<file path="config.mk">
export PLATFORM = sky130hd
export DESIGN_NAME = gf14_reduce_seq
export DESIGN_NICKNAME = d
export VERILOG_FILES = /design/src/rtl/gf14_reduce_seq.sv
export SDC_FILE = /design/constraint.sdc
export NUM_CORES = 1
export LEC_CHECK = 0
export CAP_MARGIN = 20
export CELL_PAD_IN_SITES_DETAIL_PLACEMENT = 2
export CELL_PAD_IN_SITES_GLOBAL_PLACEMENT = 2
export CORE_MARGIN = 4
export CORE_UTILIZATION = 28
export CTS_CLUSTER_DIAMETER = 100
export DETAILED_ROUTE_END_ITERATION = 8
export GPL_ROUTABILITY_DRIVEN = 0
export GPL_TIMING_DRIVEN = 0
export HOLD_SLACK_MARGIN = 0.15
export PLACE_DENSITY = 0.7
export RECOVER_POWER = 50
export SYNTH_ARGS = -nofsm -noshare
export SYNTH_HDL_FRONTEND = slang
export SYNTH_SLANG_ARGS = --single-unit
</file>
<file path="constraint.sdc">
create_clock -name clk -period 8.8 [get_ports clk]
set_clock_uncertainty 0.1 [all_clocks]
set_input_delay 1.76 -clock clk [delete_from_list [all_inputs] [get_ports clk]]
set_output_delay 1.76 -clock clk [all_outputs]
set_load 0.02 [all_outputs]
</file>
<file path="src/rtl/gf14_reduce_seq.sv">
// Iterative GF(2^14) reduction of a 27-bit carry-less product: folds BPC high
// coefficients per cycle into the low bits, with valid/ready on both sides.
module gf14_reduce_seq #(
  // bit i = coefficient of x^i; x^14 is implicit (default x^14+x^5+x^3+x+1)
  parameter logic [13:0] POLY_TAPS = 14'b00000000101011,
  parameter int          BPC       = 1
) (
  input  logic        clk,
  input  logic        rst_n,
  input  logic [0:26] p,
  input  logic        in_valid,
  output logic        in_ready,
  output logic [0:13] r,
  output logic        out_valid,
  input  logic        out_ready,
  output logic        busy
);

  typedef enum logic [1:0] {IDLE, REDUCE, DONE} state_t;

  localparam logic [4:0] STEP = 5'(BPC);

  state_t      state;
  logic [0:26] w;
  logic [0:26] w_fold;
  logic [4:0]  deg;
  logic        last_fold;

  // Fold degrees deg down to deg-BPC+1 (never below 14), highest first so a
  // fold that sets a lower pending bit is picked up within the same cycle.
  always_comb begin
    w_fold = w;
    for (int j = 26; j >= 14; j--) begin
      if (j <= int'(deg) && j > int'(deg) - BPC && w_fold[j]) begin
        w_fold[j] = 1'b0;
        for (int i = 0; i < 14; i++) begin
          w_fold[j-14+i] = w_fold[j-14+i] ^ POLY_TAPS[i];
        end
      end
    end
  end

  assign last_fold = (int'(deg) <= 13 + BPC);

  always_ff @(posedge clk or negedge rst_n) begin
    if (!rst_n) begin
      state     <= IDLE;
      w         <= '0;
      deg       <= '0;
      r         <= '0;
      out_valid <= 1'b0;
    end else begin
      case (state)
        IDLE: begin
          if (in_valid) begin
            w     <= p;
            deg   <= 5'd26;
            state <= REDUCE;
          end
        end
        REDUCE: begin
          w <= w_fold;
          if (last_fold) begin
            r         <= w_fold[0:13];
            out_valid <= 1'b1;
            state     <= DONE;
          end else begin
            deg <= deg - STEP;
          end
        end
        DONE: begin
          // Handshake and a new accept may share a cycle: no IDLE bubble.
          if (out_ready) begin
            out_valid <= 1'b0;
            if (in_valid) begin
              w     <= p;
              deg   <= 5'd26;
              state <= REDUCE;
            end else begin
              state <= IDLE;
            end
          end
        end
        default: state <= IDLE;
      endcase
    end
  end

  assign in_ready = (state == IDLE) || (state == DONE && out_ready);
  assign busy     = (state != IDLE);

endmodule

</file>
Word-level counts from Yosys, hierarchy flattened
Cells that the tools add are included.
Operators by class
  add/sub/neg operators: 2
  $lt $le $gt $ge: 27
  bitwise operators: 52
  reduce and logical (&&, ||, !) cells: 38
  equal/unequal tests: 7
  mux-type cells: 28
Operators by type and width (number)
  $mux 15: 13
  $pmux 27 s3: 1
  $gt 6x6->1 const A: 11
  $le 5x5->1 const A: 11
  $mux 27: 2
  $not 1->1: 52
  $logic_and 1x1->1: 27
  $mux 5: 3
  $pmux 5 s3: 1
  $gt 5x6->1 const A: 2
  $reduce_and 3->1: 4
  $le 4x5->1 const A: 2
  $ne 2x2->1 const B: 5
  $mux 2: 3
  $pmux 2 s3: 1
  $sub 5x1->6 const B: 1
  $le 5x4->1 const B: 1
  $sub 5x1->5 const B: 1
  $reduce_and 2->1: 2
  $reduce_bool 2->1: 2
  $mux 1: 3
  $reduce_bool 3->1: 1
  $eq 2x1->1 const B: 1
  $eq 2x2->1 const B: 1
  other kinds (3): 3
Storage, ports and cells
  input bits: 31
  logic and storage cells: 160
  output and inout bits: 17
  register bits after elaboration: 49

Logic depth before layout (Yosys ltp)
  word-level depth: 30
  mapped depth: 13

Worst setup path after synthesis
OpenSTA, ideal clock, no wires.
  path kind: input-to-output
  from: input out_ready
  to: output in_ready
  arrival time: 2.222 ns
  path buffers: 0
  slack: 4.718 ns
  stages on the path: 2
  cells stage by stage: inv_1 a21oi_1
On the way
  longest elaborated chain between the ends: 2
RTL lines
  start: declaration: RTL line 15  | input logic out_ready,
  $logic_and 1x1->1: RTL line 89  | assign in_ready = (state == IDLE) || (state == DONE && out_ready);
  $logic_or 1x1->1: RTL line 89
  end: declaration: RTL line 12  | output logic in_ready,
Every way passes these cells.

Final worst setup path
Ends and elaborated chain as after synthesis.

==> impl_metrics.json <==
{
  "cts-buffers-inserted": 5,
  "drt-wirelength-per-cell_um": 19.69,
  "postCtsSetupRepairBufs": 0,
  "finalHoldViolCount": 0,
  "area_used_by_multi_input_combinational_logic_um2": 1803,
  "minimum_setup_slack_among_reg_to_reg_paths_ps": 5190,
  "outcome": "complete, but fails checks",
  "grt_start_max_net_pins": 38,
  "ys_ff_latch": 49,
  "top_reg_cell_synth": "sky130_fd_sc_hd__dfrtp_1",
  "design.die.area_um2": 13120,
  "power_density_nw_per_um2": 388.0,
  "cp_data_required_time_ps": 6940,
  "max-slew-margin-rel_pct": -42.32,
  "swShare_pct": 48.42,
  "floorplan.initialDensity_pct": 28.94,
  "switch_pwr_uw": 745.7,
  "rows": 38,
  "grt-busiest-layer": "met2",
  "worst_setup_hold_path_clk_slew_ps": 70,
  "synth_cells": 371,
  "drt-vias-per-instance": 5.205,
  "cell_internal_power_uw": 794.4,
  "p_clk_share_pct": 13.3,
  "clock_latency_ps": 290,
  "ctsRootBufferMaster": "sky130_fd_sc_hd__clkbuf_16",
  "synthXorXnorAreaFrac_pct": 10.20,
  "critical_path.top_delay_family": "buffers and inverters",
  "layout_worst_path_cycle_share_pct": 58.07,
  "number_of_routed_nets_with_antenna_violations": 0,
  "yosys.area_share.adder_pct": 1.575,
  "report.final.setup_viol": 0,
  "rsz0062_at_grt": "false",
  "synth_edf_count": 0,
  "first_global_vias": 3270,
  "cts_num_sinks": 49,
  "met2_usage_pct": 29.80,
  "yosysSeqAreaShare_pct": 38.58,
  "hpwlAfterDp_um": 8548,
  "drtPass1Iterations": 4,
  "critPathBufInv": 3,
  "grt_util_met3_pct": 2.696,
  "critical_path.slowest_cell": "sky130_fd_sc_hd__clkdlybuf4s50_1",
  "detailedRoute.firstIterationViolations": 119,
  "worstPathMaxFanout": 3,
  "cts-htree-levels": 2,
  "yosys_warnings": 0,
  "drc": 0,
  "critical_path.cell_chain": "dlygate4sd3_1 > inv_1 > a21oi_1 > clkdlybuf4s50_1",
  "synth_simple_gate_area_share_pct": 17.68,
  "worst-endpoint-arrival_ps": 3250,
  "grt_antenna_before_repair": 0,
  "timing.final.max_slew_violations": 38,
  "nNetsFinal": 460,
  "max_slew.worst_pin.slew_ps": 2135,
  "hp-class": "reg2reg",
  "resized_gates_after_cts": 0,
  "post_synth_design_cell_area_um2": 3178,
  "io_buffers": 46,
  "timing.setup.tns_ps": 0,
  "ir_drop_mv": 0.1449,
  "die_h_um": 114.5,
  "syn_to_final_growth_pct": 24.88,
  "cp_slowest_stage_delay_ps": 640,
  "fillerInstances": 1280,
  "worstSetupPathType": "in2out",
  "post_synthesis_cell_type_count": 56,
  "maxCapViolations": 1,
  "final_period_minus_worst_setup_slack_ps": 5110,
  "setup.worst_path.start_class": "input port",
  "global_route.overflow_total": 0,
  "post_cts_hold_buffer_count": 0,
  "pin_count": 48,
  "final_layout_size_suffix_gt1_share_pct": 7.746,
  "wl_um": 11150,
  "groute.usage.overall_pct": 17.66,
  "timing.fmax_ghz": 0.1957,
  "dieWidth_um": 114.5,
  "seqCellArea_um2": 1226,
  "ys_async_rst_share_pct": 100.0,
  "violated_checks": "capacitance limit, slew limit",
  "dominant_combinational_cell_family_by_area_after_synthesis": "compound AO/OA/AOI/OAI gates",
  "ctsLongestPathBuffers": 2,
  "post_synth_mux_area_share_pct": 1.457,
  "share_seq_of_total_power_pct": 26.2,
  "floorplan.core_area_um2": 10980,
  "num_vias": 2946,
  "tritoncts_clock_tree": "yes",
  "syn_avg_cell_area_um2": 8.566,
  "groute.layer.met1.usage_pct": 23.85,
  "synth-compound-area-share_pct": 25.83,
  "net_count_after_synthesis": 406,
  "final_antenna_diode_count": 0,
  "finalHoldWorstSlack_ps": 382.9,
  "p_leak_nw": 1.555,
  "first_pass_grt_wire_length_um": 17960,
  "share_comb_of_total_power_pct": 60.5,
  "endpoint_kind": "output port"
}
==> metal layers <==
layer / vias up / wire length (um)
met1: 1494 / 5237
met3: 7 / 334
met5: - / 0
li1: 1406 / -
met4: 0 / 142
met2: 39 / 5433
==> worst paths after layout <==
kind,startpoint,endpoint,depth (start not counted)
min,r[6],r[6],2
min reg2reg,r[6],r[6],2
max,out_ready,in_ready,4
max reg2reg,deg[0],w[3],13
min in group asynchronous,rst_n,r[11],1
max in group asynchronous,rst_n,deg[4],2
==> cell families after synthesis <==
group / Yosys count
AOI/OAI and AO/OA: 123
muxes: 4
DFF: 49
buffers and inverters: 35
and+or+nand+nor: 119
xor gates and xnor gates: 37
adders and majority gates: 4
==> worst reg2reg max path: stages, from the launching register on <==
cell                       delay [ps]
sky130_fd_sc_hd__dfrtp_1          430
sky130_fd_sc_hd__buf_4            200
sky130_fd_sc_hd__inv_1            210
sky130_fd_sc_hd__ha_1             270
sky130_fd_sc_hd__nand2b_1          70
sky130_fd_sc_hd__clkbuf_1         200
sky130_fd_sc_hd__o31a_1           280
sky130_fd_sc_hd__o32a_1           220
sky130_fd_sc_hd__o311ai_2         570
sky130_fd_sc_hd__nand2_1          150
sky130_fd_sc_hd__a22oi_2          290
sky130_fd_sc_hd__xor2_1           150
sky130_fd_sc_hd__or3_1            320
sky130_fd_sc_hd__nand3_1           90
==> power groups by stage <==
| stage | registers [mW] | clock network, mW | logic, mW |
|---|---|---|---|
| 6_report | 0.403 | 0.206 | 0.931 |
| 5_1_grt | 0.417 | 0.221 | 1.03 |
| 4_1_cts | 0.403 | 0.211 | 0.947 |
| 3_5_place_dp | 0.406 | 0 | 0.939 |
| 3_3_place_gp | 0.401 | 0 | 0.907 |
| 2_1_floorplan | 0.416 | 0 | 0.613 |
==> cell type report <==
type,count,area share [%]
Buffer,25,2.806
Inverter,10,0.9458
Tap cell,140,4.414
Multi-Input combinational cell,287,45.43
Timing Repair Buffer,47,11.54
Clock buffer,7,3.846
Sequential cell,49,30.90
Clock inverter,1,0.1261
==> cell usage in the layout, fill, tap and decap left out, drive strengths merged, types with 4 or more instances in the layout <==
cell type and n:
a31oi 5, nand2 60, nand2b 5, xnor2 24, o21ai 54, a221o 5
buf 8, clkbuf 26, dlygate4sd3 5, inv 10, nor2 18, dfrtp 49
a21oi 20, a22oi 9, nor3 10, ha 4, clkdlybuf4s50 40, nor2b 5
xor2 13, nand3 8
==> per-stage QoR <==
stage	power [mW]	instance area [um2]	cells	util [%]	setup WS (ps)
after detailed placement	1.345	3829	558	34.86	3750
after global routing	1.671	3969	566	36.14	3573
after floorplan	1.029	3178	371	-	4718
after CTS	1.561	3986	566	36.30	3737
final	1.540	3969	566	36.14	3690
after global placement	1.308	3814	557	34.72	3759
==> synth_stat cells (2+ instances only) <==
library cell	n	area, um2
sky130_fd_sc_hd__xnor2_1	24	210.2
sky130_fd_sc_hd__inv_1	9	33.78
sky130_fd_sc_hd__nand3_1	8	40.04
sky130_fd_sc_hd__o21bai_1	3	22.52
sky130_fd_sc_hd__or3_1	2	12.51
sky130_fd_sc_hd__nand2b_1	5	31.28
sky130_fd_sc_hd__nor2b_1	5	31.28
sky130_fd_sc_hd__dfrtp_1	49	1226
sky130_fd_sc_hd__buf_2	5	25.02
sky130_fd_sc_hd__o211a_1	2	20.02
sky130_fd_sc_hd__nor3_1	9	45.04
sky130_fd_sc_hd__o31a_1	2	17.52
sky130_fd_sc_hd__o21ai_1	15	75.07
sky130_fd_sc_hd__nand2_1	60	225.2
sky130_fd_sc_hd__a22oi_1	8	60.06
sky130_fd_sc_hd__a221o_1	5	50.05
sky130_fd_sc_hd__nor2_1	17	63.81
sky130_fd_sc_hd__o31ai_1	3	22.52
sky130_fd_sc_hd__a211oi_4	2	40.04
sky130_fd_sc_hd__a31oi_1	5	31.28
sky130_fd_sc_hd__mux2_2	2	22.52
sky130_fd_sc_hd__o21a_1	3	22.52
sky130_fd_sc_hd__clkbuf_1	17	63.81
sky130_fd_sc_hd__a22o_1	2	17.52
sky130_fd_sc_hd__xor2_1	13	113.9
sky130_fd_sc_hd__o22ai_1	3	18.77
sky130_fd_sc_hd__and2_1	3	18.77
sky130_fd_sc_hd__a21oi_1	20	100.1
sky130_fd_sc_hd__ha_1	4	50.05
sky130_fd_sc_hd__o21ai_0	39	195.2
sky130_fd_sc_hd__o2111ai_2	2	30.03
==> registers in the layout, indices dropped and copies added (netlist names) <==
name and flops:
w 27, r 14, out_valid 1, deg 5
state 2
(Power assumes the default switching activity.)
==> edit (config.mk and constraints unchanged) <==
Encoding of `state_t`: now one-hot (3 bits for 3 states).
--- a/src/rtl/gf14_reduce_seq.sv
+++ b/src/rtl/gf14_reduce_seq.sv
@@ -17,5 +17,5 @@
 );
 
-  typedef enum logic [1:0] {IDLE, REDUCE, DONE} state_t;
+  typedef enum logic [2:0] {IDLE = 3'b001, REDUCE = 3'b010, DONE = 3'b100} state_t;
 
   localparam logic [4:0] STEP = 5'(BPC);
Function: no difference found for any inputs over 10 cycles, from zero or initial values and one cycle with rst_n low; not proved beyond that.
==> edit against the original RTL <==
The run still ends with capacitance limit, slew limit left. Cell area up 4.7%. Setup slack better by 0.86 ps. Utilization down 0.21 points. Largest power group unchanged. Total power down 5.9%. Wire length up 8.1%. Count of clock-buffer cells in the layout down 2. Combinational power down 10%. Sequential cell count up 1. Synthesized area up 5.7%. Critical path depth unchanged. Die area up 5.3%. Global-route usage up 0.16 points.
==> edit: results (changes against the original RTL) <==
status:
  status: "finished with violations"
  violations: "capacitance limit, slew limit"
route:
  drt_iter0_drc: 156  # +31%
  m1WireLength_um: 5860  # +12%
  dr_wl_met3_um: 361  # +8.1%
  vias: 3180  # +7.9%
  dr_wl_met2_um: 5700  # +5.0%
  post_drt_wl_per_cell_um: 20.6  # +4.5%
  antenna_left: 0  # unchanged
  top_layer: "met4"
worst_hold_path:
  hold_path_class: "reg -> reg"
  min-delay-start: "r[11]"
critical_path:
  r2r_slack_ps: 4590  # -600 ps
  r2r_cells: 13  # unchanged
  cpMaxStageDelayCell: "clkdlybuf4s50_1"
  r2r-start: "deg[0]"
  endpoint: "in_ready"
  slowest_delay_ps: 620  # -20 ps
  cp.arrival_ps: 3250  # about the same
  worstSetupStartpoint: "out_ready"
  cp_max_fo: 4  # +1
  timing.rr.end: "w[4]"
logic_synthesis:
  synthDistinctLibCells: 62  # +11%
  yosysWarnings: 0  # unchanged
  synth.top_cells.by_area: "dfrtp_1, o21ai_0, xnor2_1"
  yosys-top-cells-count: "dfrtp_1, o21ai_0, nand2_1, nor2_1, a21oi_1"
  synth_area_leader_cell: "dfrtp_1"
  seq_area_frac_synth_pct: 37.3  # -1.3 points
  mappedNetlistNets: 420  # +3.4%
global_route:
  grt_pass1_vias: 3459  # +5.8%
  grt_util_all_layers_pct: 17.8  # +0.16 points
  grt_pass1_wl_um: 19900  # +11%
  antenna_found_initial: 0  # unchanged
  grt_max_degree: 38  # unchanged
timing:
  slew_headroom_pct: -42.9  # -0.58 points
  maxSlewViolCount: 38  # unchanged
  fmax_mhz: 196  # about the same
clock_network:
  cts_inserted_buffers: 5  # unchanged
  worst_skew_pair.late_latency_ps: 310  # +20 ps
  cts_root_buffer: "clkbuf_16"
  path_clk_slew_ps: 80
  clockBufferDepth: 2  # unchanged
  post_cts_buffers: 0  # unchanged
  cts_resized: 0  # unchanged
run:
  maxCapViolations: 1  # unchanged
place:
  place_ws_ps: 3770  # +15.4 ps
  dp_hpwl_um: 9340  # +9.3%
  port_buffers: 47  # +2.2%
finish:
  num-nets-final: 476  # +3.5%
  n_fill_cell: 1299  # +1.5%
  diodes: 0  # unchanged
  drive_gt1_share_pct: 7.69  # -0.054 points
power_and_ir_drop:
  ir_worst_vdd_uv: 126  # -13%
  p_leak_uw: 0.00163  # +5.0%
-- edit: layout make-up --
type	count	share of cell area [%]
Inverter	7	0.632
Clock inverter	3	0.572
Multi-Input combinational cell	300	46.9
Timing Repair Buffer	49	11.4
Tap cell	143	4.31
Buffer	28	3.13
Clock buffer	5	3.01
Sequential cell	50	30.1
-- edit: through the flow --
step           instances  cell area, µm²  hold WS [ps]
6_report             585            4160           390
5_1_grt              585            4160           428
4_1_cts              585            4180           397
3_5_place_dp         577            4030           379
3_3_place_gp         575            4010           370
2_1_floorplan        385            3360           357
-- edit: critical path, delay by kind of cell --
kind	cells	cell delay, ps
buffers and inverters	2	1220
AO/OA/AOI/OAI	1	160
AND/OR/NAND/NOR	1	120
-- edit: kinds of logic after synthesis --
logic type      after synthesis  share of synthesized area (%)
simple gates                129                           20.5
compound gates              126                           24.7
flops                        50                           37.3
xor+xnor                     38                           10.3
buf+inv                      35                           4.73
fa+ha+maj                     4                           1.49
mux                           3                          0.969
-- edit: worst min-delay path by stage --
stage / to / slack, ps / cells after the start
5_1_grt: w[24] / 430 / 1
3_5_place_dp: r[8] / 380 / 2
2_1_floorplan: w[18] / 360 / 1
6_report: r[11] / 390 / 2
3_3_place_gp: r[4] / 370 / 2
4_1_cts: r[3] / 400 / 2
-- edit: report_power, final --
part	switching, µW	internal, µW	total (µW)
clock network	96.3	107	203
logic	497	339	836
registers	77.4	332	410
total	670	779	1450
-- edit: routing by layer --
layer,global-route usage (%),up-vias
met3,2.45,8
met5,0,-
li1,-,1498
met1,25.2,1624
met4,3.81,0
met2,29.1,50
